`config.mk`:
```
export PLATFORM = sky130hd
export DESIGN_NAME = booth_multiplier_flat
export DESIGN_NICKNAME = d
export VERILOG_FILES = /design/src/rtl/booth_multiplier_if.sv /design/src/rtl/booth_multiplier.sv /design/src/flat_wrapper.sv
export SDC_FILE = /design/constraint.sdc
export NUM_CORES = 1
export LEC_CHECK = 0
export CORE_AREA = 2 2 105 107
export DETAILED_ROUTE_END_ITERATION = 16
export DIE_AREA = 0 0 107 109
export GPL_TIMING_DRIVEN = 1
export SLEW_MARGIN = 20
export SYNTH_ARGS = -nofsm -noshare
export SYNTH_HDL_FRONTEND = slang
export SYNTH_SLANG_ARGS = --single-unit
```
`constraint.sdc`:
```
create_clock -name clk -period 4.9 [get_ports clk]
set_input_delay 0.98 -clock clk [delete_from_list [all_inputs] [get_ports clk]]
set_output_delay 0.98 -clock clk [all_outputs]
set_load 0.05 [all_outputs]
```
`src/rtl/booth_multiplier_if.sv`:
```
// Operand/result bundle of the Booth multiplier: start strobe, operands, product and status.
interface booth_multiplier_if #(
  parameter int WIDTH = 8
);
  logic                 start;
  logic [WIDTH-1:0]     a;
  logic [WIDTH-1:0]     b;
  logic [2*WIDTH-1:0]   ab;
  logic                 busy;
  logic                 done;

  modport master (output start, a, b, input ab, busy, done);
  modport slave  (input start, a, b, output ab, busy, done);
endinterface

```
`src/rtl/booth_multiplier.sv`:
```
// Sequential radix-2 Booth multiplier: one Booth step per clock, signed WIDTH x WIDTH -> 2*WIDTH.
module booth_multiplier #(
  parameter int WIDTH = 8
) (
  input logic              clk,
  input logic              rst_n,
  booth_multiplier_if.slave bus
);
  localparam int CW = $clog2(WIDTH + 1);

  typedef enum logic {IDLE = 1'b0, RUN = 1'b1} state_t;

  state_t                 state, state_nxt;
  logic                   start_q;
  // Set once start has been sampled low after reset, so a start level held
  // across reset release is not mistaken for a fresh rising edge.
  logic                   armed;
  logic signed [WIDTH:0]  m;
  logic [WIDTH:0]         acc;
  logic [WIDTH-1:0]       q;
  logic                   q_1;
  logic [CW-1:0]          count;

  logic                   accept, step, last;
  logic [WIDTH:0]         sum;
  logic [2*WIDTH+1:0]     shifted;
  logic [WIDTH:0]         acc_nxt;
  logic [WIDTH-1:0]       q_nxt;
  logic                   q1_nxt;

  // State register.
  always_ff @(posedge clk or negedge rst_n) begin
    if (!rst_n) state <= IDLE;
    else        state <= state_nxt;
  end

  // Next-state: leave IDLE on an accepted start, return after the last iteration.
  always_comb begin
    state_nxt = state;
    case (state)
      IDLE:    if (accept) state_nxt = RUN;
      RUN:     if (last)   state_nxt = IDLE;
      default: state_nxt = IDLE;
    endcase
  end

  // FSM decode: acceptance on a start rising edge in IDLE, stepping while RUN.
  always_comb begin
    accept = (state == IDLE) && bus.start && !start_q && armed;
    step   = (state == RUN);
    last   = step && (count == CW'(1));
  end

  // One Booth step: add/subtract M per {Q0,Q_1}, then arithmetic shift of {A,Q,Q_1}.
  always_comb begin
    case ({q[0], q_1})
      2'b01:   sum = acc + m;
      2'b10:   sum = acc - m;
      default: sum = acc;
    endcase
    shifted = $signed({sum, q, q_1}) >>> 1;
    {acc_nxt, q_nxt, q1_nxt} = shifted;
  end

  // Datapath and registered outputs.
  always_ff @(posedge clk or negedge rst_n) begin
    if (!rst_n) begin
      start_q  <= 1'b0;
      armed    <= 1'b0;
      m        <= '0;
      acc      <= '0;
      q        <= '0;
      q_1      <= 1'b0;
      count    <= '0;
      bus.ab   <= '0;
      bus.busy <= 1'b0;
      bus.done <= 1'b0;
    end else begin
      start_q  <= bus.start;
      armed    <= armed | ~bus.start;
      bus.done <= last;
      if (accept) begin
        m        <= {bus.a[WIDTH-1], bus.a};
        acc      <= '0;
        q        <= bus.b;
        q_1      <= 1'b0;
        count    <= CW'(WIDTH);
        bus.busy <= 1'b1;
      end else if (step) begin
        acc   <= acc_nxt;
        q     <= q_nxt;
        q_1   <= q1_nxt;
        count <= count - CW'(1);
        if (last) begin
          bus.ab   <= {acc_nxt[WIDTH-1:0], q_nxt};
          bus.busy <= 1'b0;
        end
      end
    end
  end
endmodule

```
`src/flat_wrapper.sv`:
```
// flat-port wrapper written by rule: the top's interface ports become plain ports
module booth_multiplier_flat 
#(
  parameter int WIDTH = 8
)
  (clk, rst_n, bus_start, bus_a, bus_b, bus_ab, bus_busy, bus_done);
  booth_multiplier_if #(.WIDTH(WIDTH)) bus_i ();
  input logic clk;
  input logic rst_n;
  input wire logic [$bits(bus_i.start)-1:0] bus_start;
  input wire logic [$bits(bus_i.a)-1:0] bus_a;
  input wire logic [$bits(bus_i.b)-1:0] bus_b;
  output wire logic [$bits(bus_i.ab)-1:0] bus_ab;
  output wire logic [$bits(bus_i.busy)-1:0] bus_busy;
  output wire logic [$bits(bus_i.done)-1:0] bus_done;
  assign bus_i.start = bus_start;
  assign bus_i.a = bus_a;
  assign bus_i.b = bus_b;
  assign bus_ab = bus_i.ab;
  assign bus_busy = bus_i.busy;
  assign bus_done = bus_i.done;
  booth_multiplier #(.WIDTH(WIDTH)) u_core (.clk(clk), .rst_n(rst_n), .bus(bus_i));
endmodule
```
==> flow_summary.html, run 1 <==
<table>
<tr><th>Metric</th><th>Value</th></tr>
<tr><th colspan="2">Run status</th></tr>
<tr><td>Outcome</td><td>finished, final reports clean</td></tr>
<tr><th colspan="2">Finish</th></tr>
<tr><td>Synthesis-to-layout area growth</td><td>21.7%</td></tr>
<tr><td>Count of filler cells inserted in the layout</td><td>1119</td></tr>
<tr><td>Most frequent standard cell in the layout excluding fill and tap cells</td><td>sky130_fd_sc_hd__nand2_1</td></tr>
<tr><td>Share of cells above drive strength 1</td><td>7.10%</td></tr>
<tr><td>Layout Nets</td><td>341</td></tr>
<tr><td>Final design area excluding fillers</td><td>3150 um^2</td></tr>
<tr><td>Most frequent cells in the layout</td><td>77 x sky130_fd_sc_hd__nand2_1, 50 x sky130_fd_sc_hd__dfrtp_1, 35 x sky130_fd_sc_hd__clkdlybuf4s50_1</td></tr>
<tr><td>Antenna cell count</td><td>0</td></tr>
<tr><th colspan="2">Setup path</th></tr>
<tr><td>Cell repeated most along the worst path</td><td>sky130_fd_sc_hd__ha_1</td></tr>
<tr><td>Cell class contributing the biggest share of worst-path delay</td><td>adder cells</td></tr>
<tr><td>Worst setup path category</td><td>reg -&gt; reg</td></tr>
<tr><td>Critical path launch point type</td><td>flip-flop</td></tr>
<tr><td>Worst reg2reg startpoint</td><td>u_core.q_1</td></tr>
<tr><td>Chain of cells forming the critical path</td><td>inv_1 &gt; ha_1 &gt; mux2i_1 &gt; ha_1 &gt; nor2b_1 &gt; o21ai_2 &gt; a211oi_1 &gt; or3_1 &gt; a31oi_1 &gt; o21ai_0</td></tr>
<tr><td>Setup slack on the worst flop-to-flop path</td><td>2.29 ns</td></tr>
<tr><td>Required time reported for the critical path endpoint</td><td>5.08 ns</td></tr>
<tr><td>Start point of the critical path</td><td>u_core.q_1</td></tr>
<tr><td>Largest stage delay, worst path</td><td>0.37 ns</td></tr>
<tr><td>Cell depth of the worst setup path</td><td>10</td></tr>
<tr><td>Data arrival time of the critical path</td><td>2.78 ns</td></tr>
<tr><td>Endpoint kind of the worst setup timing path</td><td>flip-flop</td></tr>
<tr><td>Sum of buffers and inverters on the critical path</td><td>1</td></tr>
<tr><td>Timing endpoint of the critical path</td><td>u_core.acc[6]</td></tr>
<tr><td>Worst flop-to-flop path endpoint</td><td>u_core.acc[6]</td></tr>
<tr><td>Reg2reg path depth</td><td>10</td></tr>
<tr><td>Critical Path Slowest Stage Cell</td><td>sky130_fd_sc_hd__dfrtp_1</td></tr>
<tr><td>Maximum fanout along the worst path</td><td>8</td></tr>
<tr><th colspan="2">Floorplanning</th></tr>
<tr><td>DIE AREA</td><td>11700 um^2</td></tr>
<tr><td>Overall die width</td><td>107 um</td></tr>
<tr><td>Die Y-Extent</td><td>109 um</td></tr>
<tr><td>Core outline area</td><td>10600 um^2</td></tr>
<tr><td>Initial standard-cell utilization of the core</td><td>24.4%</td></tr>
<tr><td>Number of ports placed on the die boundary</td><td>37</td></tr>
<tr><td>Number of cell rows</td><td>38</td></tr>
<tr><th colspan="2">Clocking</th></tr>
<tr><td>Clock latency on the worst-skew pair</td><td>0.31 ns</td></tr>
<tr><td>Total clock buffers created by CTS</td><td>5</td></tr>
<tr><td>Cell chosen for the clock root</td><td>sky130_fd_sc_hd__clkbuf_8</td></tr>
<tr><td>H-tree depth</td><td>2</td></tr>
<tr><td>TritonCTS clock tree</td><td>built</td></tr>
<tr><td>Clk sink count</td><td>50</td></tr>
<tr><td>Clock-pin slew reported for the worst setup and hold paths after clock tree synthesis</td><td>0.11 ns</td></tr>
<tr><td>CTS Buffer Depth</td><td>2</td></tr>
<tr><td>Post-CTS setup repair buffer count</td><td>0</td></tr>
<tr><td>Total of cells resized after clock tree synthesis</td><td>0</td></tr>
<tr><td>Hold buffer count at cts</td><td>0</td></tr>
<tr><th colspan="2">Placement</th></tr>
<tr><td>Detailed placement HPWL</td><td>3950 um</td></tr>
<tr><td>Post-place instance area</td><td>3050 um^2</td></tr>
<tr><td>Port buffer count</td><td>36</td></tr>
<tr><td>Routability-driven placement congestion ratio</td><td>0.829</td></tr>
<tr><th colspan="2">Timing</th></tr>
<tr><td>Worst-margin pin slew</td><td>0.864 ns</td></tr>
<tr><td>Worst Hold Slack</td><td>0.483 ns</td></tr>
<tr><td>Setup total negative slack</td><td>0 ns</td></tr>
<tr><td>Worst clock skew</td><td>0.0117 ns</td></tr>
<tr><td>Worst slew margin relative to its limit</td><td>42.4%</td></tr>
<tr><td>Max-slew violations</td><td>0</td></tr>
<tr><td>Minimum period implied by the final worst setup slack</td><td>2.61 ns</td></tr>
<tr><td>Final hold violations</td><td>0</td></tr>
<tr><td>Final cycle utilization of the critical path</td><td>53.2%</td></tr>
<tr><td>Final count of negative-setup-slack endpoints</td><td>0</td></tr>
<tr><td>Peak Freq</td><td>383 MHz</td></tr>
<tr><td>Setup repair after global routing missed its margin</td><td>no</td></tr>
<tr><th colspan="2">Global route</th></tr>
<tr><td>Number of global-route vias before repair</td><td>1978</td></tr>
<tr><td>GRT Residual Overflow</td><td>0</td></tr>
<tr><td>Number of antenna violations at the first check in global routing</td><td>0</td></tr>
<tr><td>First-pass GRT wire length</td><td>9300 um</td></tr>
<tr><td>Overall Global Routing Usage</td><td>10.1%</td></tr>
<tr><td>Pin count of the biggest net entering global routing</td><td>51</td></tr>
<tr><th colspan="2">Routing</th></tr>
<tr><td>Detailed-route wire length per cell</td><td>12.1 um</td></tr>
<tr><td>Number of DRC violations after detailed-routing iteration 0</td><td>84</td></tr>
<tr><td>Final routed DRC violation total</td><td>0</td></tr>
<tr><td>Detailed Route WL</td><td>5470 um</td></tr>
<tr><td>Router iterations before antenna repair</td><td>4</td></tr>
<tr><td>Routed vias/inst</td><td>4.44</td></tr>
<tr><td>DRT antenna net count</td><td>0</td></tr>
<tr><td>Vias after detailed routing</td><td>1997</td></tr>
<tr><th colspan="2">Yosys</th></tr>
<tr><td>Count of cell types in the netlist</td><td>42</td></tr>
<tr><td>Yosys warning total</td><td>0</td></tr>
<tr><td>Post-synthesis area per instance</td><td>9.33 um^2</td></tr>
<tr><td>Net Count, Synth</td><td>309</td></tr>
<tr><td>Number of flip-flops and latches in the synthesized netlist</td><td>50</td></tr>
<tr><td>Sequential element share of the synthesized area</td><td>48.4%</td></tr>
<tr><td>Mapped cell area</td><td>2580 um^2</td></tr>
<tr><td>Instance count of the mapped netlist</td><td>277</td></tr>
<tr><th colspan="2">Run</th></tr>
<tr><td>Max-cap viol count</td><td>0</td></tr>
<tr><th colspan="2">Hold path</th></tr>
<tr><td>Min-Delay Path Class</td><td>reg -&gt; reg</td></tr>
<tr><td>Instance count along the most critical hold path</td><td>2</td></tr>
</table>
[worst register-to-register path: cells and delay by family (launching register included)]
| kind | cells | cell delay [ns] |
|---|---|---|
| adders and majority gates | 2 | 0.62 |
| AOI/OAI and AO/OA | 4 | 0.57 |
| buffers and inverters | 1 | 0.07 |
| and+or+nand+nor | 2 | 0.48 |
| muxes | 1 | 0.37 |
| DFF | 1 | 0.37 |
[cell type report]
class / instances / area, um^2 / area share, %
Clock inverter: 3 / 28.8 / 0.915
Sequential cell: 50 / 1250 / 39.8
Tap cell: 140 / 175 / 5.57
Clock buffer: 5 / 68.8 / 2.19
Multi-Input combinational cell: 201 / 1210 / 38.3
Inverter: 14 / 52.6 / 1.67
Timing Repair Buffer: 37 / 363 / 11.5
[flip-flops by register name (all words and copies together), names as in the netlist]
name             count
u_core.start_q       1
u_core.bus.busy      1
u_core.state         1
u_core.q_1           1
u_core.bus.done      1
u_core.armed         1
u_core.m             8
u_core.count         4
u_core.q             8
u_core.acc           8
u_core.bus.ab       16
[metrics by stage]
step | std cells | worst slack (ns) | util [%]
3_5_place_dp | 442 | 2.03 | 28.7
3_3_place_gp | 442 | 2.11 | 28.7
2_1_floorplan | 277 | 2.62 | -
5_1_grt | 450 | 2.08 | 29.7
6_report | 450 | 2.29 | 29.7
4_1_cts | 450 | 2.28 | 29.7
[synth_stat cells]
| library cell | n | area [um^2] |
|---|---|---|
| sky130_fd_sc_hd__nand2_1 | 77 | 289 |
| sky130_fd_sc_hd__fa_1 | 1 | 20.0 |
| sky130_fd_sc_hd__and2_4 | 1 | 8.76 |
| sky130_fd_sc_hd__and4_1 | 1 | 8.76 |
| sky130_fd_sc_hd__mux2i_4 | 1 | 22.5 |
| sky130_fd_sc_hd__a21o_1 | 2 | 15.0 |
| sky130_fd_sc_hd__buf_6 | 3 | 33.8 |
| sky130_fd_sc_hd__dfrtp_1 | 50 | 1250 |
| sky130_fd_sc_hd__xnor2_1 | 10 | 87.6 |
| sky130_fd_sc_hd__a41oi_2 | 1 | 16.3 |
| sky130_fd_sc_hd__nor2_1 | 13 | 48.8 |
| sky130_fd_sc_hd__clkbuf_1 | 4 | 15.0 |
| sky130_fd_sc_hd__mux2i_1 | 1 | 10.0 |
| sky130_fd_sc_hd__nor2b_1 | 1 | 6.26 |
| sky130_fd_sc_hd__nand2_2 | 1 | 6.26 |
| sky130_fd_sc_hd__mux2_2 | 4 | 45.0 |
| sky130_fd_sc_hd__nor2_2 | 1 | 6.26 |
| sky130_fd_sc_hd__o21ai_2 | 1 | 8.76 |
| sky130_fd_sc_hd__nor4_1 | 1 | 6.26 |
| sky130_fd_sc_hd__buf_2 | 5 | 25.0 |
| sky130_fd_sc_hd__and2_1 | 2 | 12.5 |
| sky130_fd_sc_hd__nor3_4 | 1 | 16.3 |
| sky130_fd_sc_hd__inv_1 | 14 | 52.6 |
| sky130_fd_sc_hd__nor3b_1 | 1 | 7.51 |
| sky130_fd_sc_hd__o22ai_1 | 1 | 6.26 |
| sky130_fd_sc_hd__a211oi_1 | 2 | 15.0 |
| sky130_fd_sc_hd__nor3_1 | 2 | 10.0 |
| sky130_fd_sc_hd__nand3_1 | 4 | 20.0 |
| sky130_fd_sc_hd__a31oi_1 | 7 | 43.8 |
| sky130_fd_sc_hd__nand2b_1 | 2 | 12.5 |
| sky130_fd_sc_hd__xor2_1 | 4 | 35.0 |
| sky130_fd_sc_hd__and3b_2 | 1 | 10.0 |
| sky130_fd_sc_hd__nand4_1 | 2 | 12.5 |
| sky130_fd_sc_hd__a21oi_1 | 10 | 50.1 |
| sky130_fd_sc_hd__o31ai_1 | 3 | 22.5 |
| sky130_fd_sc_hd__and3_1 | 1 | 6.26 |
| sky130_fd_sc_hd__o21ai_0 | 17 | 85.1 |
| sky130_fd_sc_hd__o211ai_1 | 2 | 15.0 |
| sky130_fd_sc_hd__a22oi_1 | 7 | 52.6 |
| sky130_fd_sc_hd__o21ai_1 | 1 | 5.00 |
| sky130_fd_sc_hd__or3_1 | 2 | 12.5 |
| sky130_fd_sc_hd__ha_1 | 12 | 150 |
[kinds of logic after synthesis]
kind of cell	synth area share, %
simple gates	19.4
buf+inv	4.89
compound gates	13.0
xor+xnor	4.75
fa+ha+maj	6.59
flops	48.4
mux	3.00
[how the worst min path moves through the flow]
stage                      from          endpoint  slack [ns]
6_report       u_core.bus.ab[6]  u_core.bus.ab[6]        0.48
5_1_grt        u_core.bus.ab[2]  u_core.bus.ab[2]        0.53
4_1_cts        u_core.bus.ab[6]  u_core.bus.ab[6]        0.49
3_5_place_dp   u_core.bus.ab[6]  u_core.bus.ab[6]        0.46
3_3_place_gp   u_core.bus.ab[4]  u_core.bus.ab[4]        0.46
2_1_floorplan      u_core.armed      u_core.armed        0.45
[routing by layer]
metal	GRT usage [%]	vias up	routed length [um]
met1	12.3	959	2590
met2	17.3	39	2510
li1	-	992	-
met4	4.45	0	125
met5	0	-	0
met3	2.27	7	242
Power of run 1 is left out: the tool's default activity adds up to more than one toggle a clock period on the data nets, which glitch-free logic cannot reach.
==> inputs of run 2 (changes only) <==
==> constraint.sdc (replaced) <==
create_clock -name clk -period 2.25 [get_ports clk]
set_input_delay 0.45 -clock clk [delete_from_list [all_inputs] [get_ports clk]]
set_output_delay 0.45 -clock clk [all_outputs]
set_load 0.05 [all_outputs]
==> flow_summary.html, run 2 (synthesis gave the netlist of run 1 again) <==
<table>
<tr><th>Metric</th><th>Value</th></tr>
<tr><th colspan="2">Finish</th></tr>
<tr><td>Antenna cell count</td><td>0 (unchanged)</td></tr>
<tr><td>Share of cells above drive strength 1</td><td>25.9% (+19 points)</td></tr>
<tr><td>Max FFs per register</td><td>16 (unchanged)</td></tr>
<tr><td>Most frequent standard cell in the layout excluding fill and tap cells</td><td>sky130_fd_sc_hd__nand2_1</td></tr>
<tr><td>Synthesis-to-layout area growth</td><td>43.4%</td></tr>
<tr><td>Final design area excluding fillers</td><td>3710 um^2 (+18%)</td></tr>
<tr><td>Layout Nets</td><td>376 (+10%)</td></tr>
<tr><td>Largest Register</td><td>u_core.bus.ab</td></tr>
<tr><td>Most frequent cells in the layout</td><td>75 x sky130_fd_sc_hd__nand2_1, 49 x sky130_fd_sc_hd__dfrtp_1, 35 x sky130_fd_sc_hd__clkdlybuf4s50_1</td></tr>
<tr><td>Count of filler cells inserted in the layout</td><td>1057 (-5.5%)</td></tr>
<tr><th colspan="2">Setup path</th></tr>
<tr><td>Reg2reg path depth</td><td>11 (+1)</td></tr>
<tr><td>Critical Path Slowest Stage Cell</td><td>sky130_fd_sc_hd__dfrtp_1</td></tr>
<tr><td>Required time reported for the critical path endpoint</td><td>2.43 ns (-2.65 ns)</td></tr>
<tr><td>Cell repeated most along the worst path</td><td>sky130_fd_sc_hd__ha_4</td></tr>
<tr><td>Endpoint kind of the worst setup timing path</td><td>flip-flop</td></tr>
<tr><td>Data arrival time of the critical path</td><td>2.62 ns (-0.16 ns)</td></tr>
<tr><td>Largest stage delay, worst path</td><td>0.39 ns (+0.02 ns)</td></tr>
<tr><td>Maximum fanout along the worst path</td><td>8 (unchanged)</td></tr>
<tr><td>Critical path launch point type</td><td>flip-flop</td></tr>
<tr><td>Worst setup path category</td><td>reg -&gt; reg</td></tr>
<tr><td>Chain of cells forming the critical path</td><td>inv_2 &gt; ha_4 &gt; buf_12 &gt; mux2i_4 &gt; ha_4 &gt; nor2b_4 &gt; o21ai_4 &gt; a211oi_2 &gt; or3_1 &gt; a31oi_1 &gt; o21ai_0</td></tr>
<tr><th colspan="2">Timing</th></tr>
<tr><td>Max-slew violations</td><td>0 (unchanged)</td></tr>
<tr><td>Worst-margin pin slew</td><td>0.619 ns (-0.246 ns)</td></tr>
<tr><td>Post-route setup slack</td><td>-0.194 ns (-2.49 ns)</td></tr>
<tr><td>Worst slew margin relative to its limit</td><td>58.8% (+16 points)</td></tr>
<tr><td>Setup repair after global routing missed its margin</td><td>yes</td></tr>
<tr><td>Final cycle utilization of the critical path</td><td>109% (+55 points)</td></tr>
<tr><td>Final count of negative-setup-slack endpoints</td><td>8 (+8)</td></tr>
<tr><td>Minimum period implied by the final worst setup slack</td><td>2.44 ns (-0.165 ns)</td></tr>
<tr><td>Worst clock skew</td><td>0.00739 ns (-0.00433 ns)</td></tr>
<tr><td>Final hold violations</td><td>0 (unchanged)</td></tr>
<tr><td>Peak Freq</td><td>409 MHz (+6.7%)</td></tr>
<tr><th colspan="2">Floorplanning</th></tr>
<tr><td>DIE AREA</td><td>11700 um^2 (unchanged)</td></tr>
<tr><td>Initial standard-cell utilization of the core</td><td>24.4% (unchanged)</td></tr>
<tr><td>Number of cell rows</td><td>38 (unchanged)</td></tr>
<tr><td>Die Y-Extent</td><td>109 um (unchanged)</td></tr>
<tr><td>Number of ports placed on the die boundary</td><td>37 (unchanged)</td></tr>
<tr><td>Core outline area</td><td>10600 um^2 (unchanged)</td></tr>
<tr><td>Overall die width</td><td>107 um (unchanged)</td></tr>
<tr><th colspan="2">Run status</th></tr>
<tr><td>Failing checks</td><td>negative setup slack</td></tr>
<tr><td>Outcome</td><td>finished, violations left</td></tr>
<tr><th colspan="2">Routing</th></tr>
<tr><td>DRT antenna net count</td><td>0 (unchanged)</td></tr>
<tr><td>Router iterations before antenna repair</td><td>4 (unchanged)</td></tr>
<tr><td>Routed vias/inst</td><td>4.39 (-1.1%)</td></tr>
<tr><td>Detailed-route wire length per cell</td><td>13.0 um (+7.3%)</td></tr>
<tr><td>Detailed Route WL</td><td>6310 um (+15%)</td></tr>
<tr><td>Vias after detailed routing</td><td>2125 (+6.4%)</td></tr>
<tr><td>Final routed DRC violation total</td><td>0 (unchanged)</td></tr>
<tr><td>Number of DRC violations after detailed-routing iteration 0</td><td>105 (+25%)</td></tr>
<tr><th colspan="2">Clocking</th></tr>
<tr><td>TritonCTS clock tree</td><td>built</td></tr>
<tr><td>Clock-pin slew reported for the worst setup and hold paths after clock tree synthesis</td><td>0.09 ns (-0.02 ns)</td></tr>
<tr><td>Total clock buffers created by CTS</td><td>5 (unchanged)</td></tr>
<tr><td>H-tree depth</td><td>2 (unchanged)</td></tr>
<tr><td>Cell chosen for the clock root</td><td>sky130_fd_sc_hd__clkbuf_8</td></tr>
<tr><td>CTS Buffer Depth</td><td>2 (unchanged)</td></tr>
<tr><td>Hold buffer count at cts</td><td>0 (unchanged)</td></tr>
<tr><td>Clk sink count</td><td>50 (unchanged)</td></tr>
<tr><td>Clock latency on the worst-skew pair</td><td>0.30 ns (about the same)</td></tr>
<tr><th colspan="2">Placement</th></tr>
<tr><td>Detailed placement HPWL</td><td>4480 um (+14%)</td></tr>
<tr><td>Port buffer count</td><td>36 (unchanged)</td></tr>
<tr><td>Post-place instance area</td><td>3270 um^2 (+7.4%)</td></tr>
<tr><td>Routability-driven placement congestion ratio</td><td>0.906 (+9.2%)</td></tr>
<tr><th colspan="2">Global route</th></tr>
<tr><td>GRT Residual Overflow</td><td>0 (unchanged)</td></tr>
<tr><td>First-pass GRT wire length</td><td>10300 um (+10%)</td></tr>
<tr><td>Number of global-route vias before repair</td><td>2132 (+7.8%)</td></tr>
<tr><td>Overall Global Routing Usage</td><td>11.2% (+1.0 points)</td></tr>
<tr><td>Pin count of the biggest net entering global routing</td><td>27 (-47%)</td></tr>
<tr><td>Number of antenna violations at the first check in global routing</td><td>0 (unchanged)</td></tr>
<tr><th colspan="2">Run</th></tr>
<tr><td>Max-cap viol count</td><td>0 (unchanged)</td></tr>
<tr><th colspan="2">Hold path</th></tr>
<tr><td>Min-Delay Path Class</td><td>in -&gt; async</td></tr>
</table>
## run 2: changes by cell type in the layout (fill, tap and decap cells not counted), sizes merged
cell and change:
buf +35, bufinv +1, inv -2
## run 2: through the flow
| stage | setup slack (ns) | hold WS (ns) | TNS (ns) | instances | utilization [%] |
|---|---|---|---|---|---|
| after floorplan | -0.00818 | 0.154 | -0.0226 | 277 | - |
| after global placement | -0.140 | 0.460 | -0.889 | 469 | 30.9 |
| after detailed placement | -0.203 | 0.463 | -1.50 | 469 | 30.9 |
| after CTS | -0.163 | 0.157 | -0.972 | 480 | 33.1 |
| after global routing | -0.306 | 0.185 | -2.21 | 484 | 35.0 |
| final | -0.194 | 0.147 | -0.985 | 484 | 35.0 |
## run 2: cell type report
class | count | area, um^2 | area share (%)
tap | 140 | 175 | 4.73
timing repair buffer | 72 | 658 | 17.8
multi-input combinational | 201 | 1460 | 39.4
sequential | 50 | 1250 | 33.8
inverter | 14 | 52.6 | 1.42
clock buffer | 5 | 68.8 | 1.86
clock inverter | 2 | 38.8 | 1.05
## run 2: final timing paths
| path | start | to | slack [ns] |
|---|---|---|---|
| worst max-delay path | u_core.q_1 | u_core.bus.ab[14] | -0.19 |
| worst min-delay path | rst_n | u_core.bus.ab[15] | 0.15 |
| worst max register to register | u_core.q_1 | u_core.bus.ab[14] | -0.19 |
| worst min register to register | u_core.bus.ab[4] | u_core.bus.ab[4] | 0.48 |
| max in group asynchronous | rst_n | u_core.acc[0] | 1.54 |
| min in group clk | u_core.bus.ab[4] | u_core.bus.ab[4] | 0.48 |
## run 2: what timing repair did
action,4_1_cts,5_1_grt
endpoints found under the hold margin,0,0
setup buffers,4,4
cloned,0,0
endpoints found under the setup margin,10,12
pin swaps,17,17
gates resized for setup,25,29
## run 2: critical path, delay by kind of cell, from the launching register on
family	cells	cell delay, ns
buffers and inverters	2	0.21
AO/OA/AOI/OAI	4	0.60
flip-flops	1	0.39
multiplexers	1	0.27
AND/OR/NAND/NOR	2	0.47
adder cells (fa/ha/maj)	2	0.37
## run 2: layer usage
layer	part of all wire, %	track usage (%)	vias to the layer above
li1	-	-	1065
met1	46	14.2	1013
met2	49	18.7	41
met3	3.9	2.21	6
met4	1.5	4.55	0
met5	0	0	-
Power of run 2 is left out for the same reason.
